===== config.mk =====
export PLATFORM = sky130hd
export DESIGN_NAME = nerv_mem_arbiter
export DESIGN_NICKNAME = d
export VERILOG_FILES = /design/src/rtl/nerv_mem_arbiter.sv
export SDC_FILE = /design/constraint.sdc
export NUM_CORES = 1
export LEC_CHECK = 0
export ABC_CLOCK_PERIOD_IN_PS = 3680
export CORE_AREA = 3 3 142 144
export CTS_CLUSTER_SIZE = 20
export DETAILED_ROUTE_END_ITERATION = 6
export DIE_AREA = 0 0 145 147
export HOLD_SLACK_MARGIN = 0.05
export PLACE_DENSITY = 0.86
export SETUP_SLACK_MARGIN = 0.05
export SLEW_MARGIN = 20
export SYNTH_ARGS = -nofsm -noshare
export SYNTH_HDL_FRONTEND = slang
export SYNTH_SLANG_ARGS = --single-unit

===== constraint.sdc =====
create_clock -name clock -period 3.68 [get_ports clock]
set_input_delay 0.736 -clock clock [delete_from_list [all_inputs] [get_ports clock]]
set_output_delay 0.736 -clock clock [all_outputs]
set_load 0.05 [all_outputs]

===== src/rtl/nerv_mem_arbiter.sv =====
// Shares one single-port synchronous memory between the nerv fetch and data ports.
// A data access steals one cycle from the fetch stream and stalls the core for it.
module nerv_mem_arbiter #(
    parameter int unsigned ADDR_WIDTH = 32,
    parameter int unsigned CNT_WIDTH  = 32
) (
    input  logic                  clock,
    input  logic                  reset,
    input  logic                  stall_in,
    output logic                  stall,
    input  logic [ADDR_WIDTH-1:0] imem_addr,
    output logic [31:0]           imem_data,
    input  logic                  dmem_valid,
    input  logic [ADDR_WIDTH-1:0] dmem_addr,
    input  logic [3:0]            dmem_wstrb,
    input  logic [31:0]           dmem_wdata,
    output logic [31:0]           dmem_rdata,
    output logic                  mem_valid,
    output logic [ADDR_WIDTH-1:0] mem_addr,
    output logic [3:0]            mem_wstrb,
    output logic [31:0]           mem_wdata,
    input  logic [31:0]           mem_rdata,
    output logic [CNT_WIDTH-1:0]  fetch_count,
    output logic [CNT_WIDTH-1:0]  data_count,
    output logic [CNT_WIDTH-1:0]  conflict_count
);

    typedef enum logic [0:0] {StFetch, StData} state_e;

    state_e               state_q, state_d;
    logic                 issue_fetch, issue_data;
    logic                 fetch_issued_q;  // mem_rdata currently carries fetch data
    logic                 load_pending_q;  // mem_rdata currently carries load data
    logic [31:0]          imem_hold_q;
    logic [31:0]          load_q;
    logic [CNT_WIDTH-1:0] fetch_cnt_q, data_cnt_q, conflict_cnt_q;

    always_comb begin
        state_d     = state_q;
        issue_fetch = 1'b0;
        issue_data  = 1'b0;
        stall       = 1'b0;
        mem_addr    = imem_addr;
        mem_wstrb   = 4'b0000;
        mem_wdata   = dmem_wdata;
        if (!reset) begin
            if (stall_in) begin
                stall = 1'b1;
            end else begin
                unique case (state_q)
                    StFetch: begin
                        if (dmem_valid) begin
                            issue_data = 1'b1;
                            stall      = 1'b1;
                            state_d    = StData;
                        end else begin
                            issue_fetch = 1'b1;
                        end
                    end
                    StData: begin
                        issue_fetch = 1'b1;
                        state_d     = StFetch;
                    end
                endcase
            end
        end
        mem_valid = issue_fetch | issue_data;
        if (issue_data) begin
            mem_addr  = dmem_addr;
            mem_wstrb = dmem_wstrb;
        end
    end

    always_ff @(posedge clock) begin
        if (reset) begin
            state_q        <= StFetch;
            fetch_issued_q <= 1'b0;
            load_pending_q <= 1'b0;
            imem_hold_q    <= 32'h0;
            load_q         <= 32'h0;
            fetch_cnt_q    <= '0;
            data_cnt_q     <= '0;
            conflict_cnt_q <= '0;
        end else begin
            state_q        <= state_d;
            fetch_issued_q <= issue_fetch;
            load_pending_q <= issue_data && (dmem_wstrb == 4'b0000);
            if (fetch_issued_q) begin
                imem_hold_q <= mem_rdata;
            end
            // The capture runs even under stall_in: read data is only valid this one cycle.
            if (load_pending_q) begin
                load_q <= mem_rdata;
            end
            if (issue_fetch) begin
                fetch_cnt_q <= fetch_cnt_q + CNT_WIDTH'(1);
            end
            if (issue_data) begin
                data_cnt_q     <= data_cnt_q + CNT_WIDTH'(1);
                conflict_cnt_q <= conflict_cnt_q + CNT_WIDTH'(1);
            end
        end
    end

    assign imem_data      = fetch_issued_q ? mem_rdata : imem_hold_q;
    assign dmem_rdata     = load_q;
    assign fetch_count    = fetch_cnt_q;
    assign data_count     = data_cnt_q;
    assign conflict_count = conflict_cnt_q;

endmodule

==> impl_metrics.ini <==
[synth]
yosysTopAreaCellShare_pct = 43.9
ys_ff_latch = 163
synth_compound_area_share_pct = 3.25
synthArstFlopShare_pct = 0
synth_nets = 1003
synth.area.top_cells = dfxtp_1 (44%), nand2_1 (6.8%), nor2_1 (5.9%), mux2_2 (4.8%), xor2_1 (4.7%)
synthAdderAreaFrac_pct = 0.505
synthFlopType = dfxtp_1
synth_xor_area_share_pct = 8.71
syn_area_mm2 = 0.00744
yosysUniqueCellTypes = 42
synthSimpleGateAreaFrac_pct = 28.4
synthCells = 864
synthMuxAreaShare_pct = 9.15
synth_edf_count = 0
ys_seq_area_share_pct = 43.9
synth.avg_cell_area_um2 = 8.61
synth_warnings = 0
synth_top_family_by_area = simple AND/OR/NAND/NOR gates
yosysTopAreaCell = dfxtp_1

[clocking]
cts-htree-levels = 4
clockBufferDepth = 2
clk_latency_ps = 410
clockRootBuffer = clkbuf_16
postCtsSetupBuffers = 0
cts_tree = built
ctsHoldBuffers = 0
cts-buffers-inserted = 17
cts_resized = 0
cts.clk_slew.worst_paths_ps = 60
cts_sinks = 163

[sta]
clock_skew_ps = 9.54
slew-limit-headroom_pct = 29.1
setup_viol = 0
fin_crit_ps = 3210
rsz0062_at_grt = no
fmax_mhz = 312
worst_pin_slew_ps = 1060
timing.hold.ws_ps = 475
setup_tns_ps = 0
final_max_slew_viol_count = 0
min_period_over_period_pct = 87.1
hold_violations = 0

[floorplan]
die_w_um = 145
fp-row-count = 50
core_area_mm2 = 0.0188
die_h_um = 147
dieArea_mm2 = 0.0213
start_util_pct = 39.5
ioPinCount = 366

[worst_hold_path]
hp-class = reg -> reg

[routing]
routed_wl_um = 22500
vias = 7061
drt-initial-drc-count = 450
drt_pass1_iterations = 6
final_antenna_net_count = 0
viasPerCell = 5.06
drc_errors = 0
routedWlPerCell_um = 16.1

[global_route]
grt_first_pass_wirelength_um = 35300
track_usage_pct = 20.3
grt_pass1_vias = 6899
grt_max_degree = 70
antenna_found_initial = 0
gr-total-overflow = 0

[layout]
num_antenna_cells = 0
layout_commonest_cell = clkdlybuf4s50_1
fin_nets = 1263
post_route_cells_drive_above_1_share_pct = 10.5
syn_to_final_growth_pct = 53.5
layout_common_cells = clkdlybuf4s50_1 (262), dfxtp_1 (162), nand2_1 (134)

[flow_run]
drv_cap = 0

[power_and_ir_drop]
power_density_mw_per_mm2 = 369
peakVddDrop_mv = 0.239
power_leakage_nw = 4.17

[placed_design]
place_congestion = 0.893
port_buffers = 301
hpwl_um = 17100

[worst_setup_path]
start_kind = primary input
end_kind = output pin
arrival_ps = 2470
path_class = in -> out
crit_path_max_fanout = 43
critPathRequiredTime_ps = 2940

[run_status]
outcome = finished clean
[cells by family (layout without fill, tap and decap cells)]
group	after synthesis	count (layout)
AOI/OAI and AO/OA	40	40
xor gates and xnor gates	74	74
adders and majority gates	3	3
buffers and inverters	85	356
DFF	163	163
muxes	64	64
and+or+nand+nor	435	435
[layout make-up]
class / instances / area, µm²
tap: 260 / 325
clock buffer: 20 / 457
sequential: 163 / 3260
inverter: 13 / 48.8
multi-input combinational: 616 / 3730
timing repair buffer: 313 / 3470
fill: 1551 / 7420
clock inverter: 10 / 124
[report_power, final]
group	total (mW)	internal, mW	switching (mW)
clock network	1.75	1.04	0.709
logic	0.666	0.302	0.364
registers	1.80	1.78	0.0110
total	4.21	3.12	1.08
[path summary, 6_finish.rpt]
check	slack (ps)	cells past startpoint	end	from
max reg2reg	1180	5	conflict_count[25]	state_q
max	470	5	mem_addr[15]	dmem_valid
min reg2reg	480	1	data_count[31]	data_count[31]
min	480	1	data_count[31]	data_count[31]
[state kept, by name, indices dropped and copies added, names as in the netlist]
name,count
state_q,1
dmem_rdata,32
load_pending_q,1
fetch_issued_q,1
fetch_count,32
conflict_count,32
data_count,32
imem_hold_q,32
[critical path, stage by stage]
cell             delay [ps]
clkdlybuf4s50_1         520
or4b_4                  740
nand2_1                 170
nand2_1                 110
buf_12                  160
[Yosys cell counts (12+ instances only)]
| library cell | count |
|---|---|
| inv_1 | 13 |
| and2_1 | 42 |
| xor2_1 | 40 |
| xnor2_1 | 34 |
| nand4_1 | 27 |
| nand2_1 | 134 |
| nor2_1 | 116 |
| buf_4 | 32 |
| o21ai_0 | 12 |
| clkbuf_1 | 32 |
| mux2i_1 | 32 |
| nor3_1 | 19 |
| mux2_2 | 32 |
| dfxtp_1 | 163 |
| a21oi_1 | 14 |
| nand3_1 | 34 |
| or3_1 | 12 |
[metal layers]
layer	GRT usage [%]	wire length, µm
met4	6.89	535
met5	0	0
met2	38.1	11700
met3	5.98	1640
met1	21.7	8600
[per-stage QoR]
step / utilization [%] / cells / power (mW) / setup slack, ps / instance area [µm²]
floorplan: - / 864 / 2.25 / 601 / 7440
global placement: 57.5 / 1365 / 2.50 / 430 / 10800
detailed placement: 57.5 / 1365 / 2.50 / 341 / 10800
CTS: 60.6 / 1395 / 4.25 / 481 / 11400
global route: 60.6 / 1395 / 4.34 / 419 / 11400
finish: 60.6 / 1395 / 4.21 / 473 / 11400
Power figures use the tool's default switching activity.
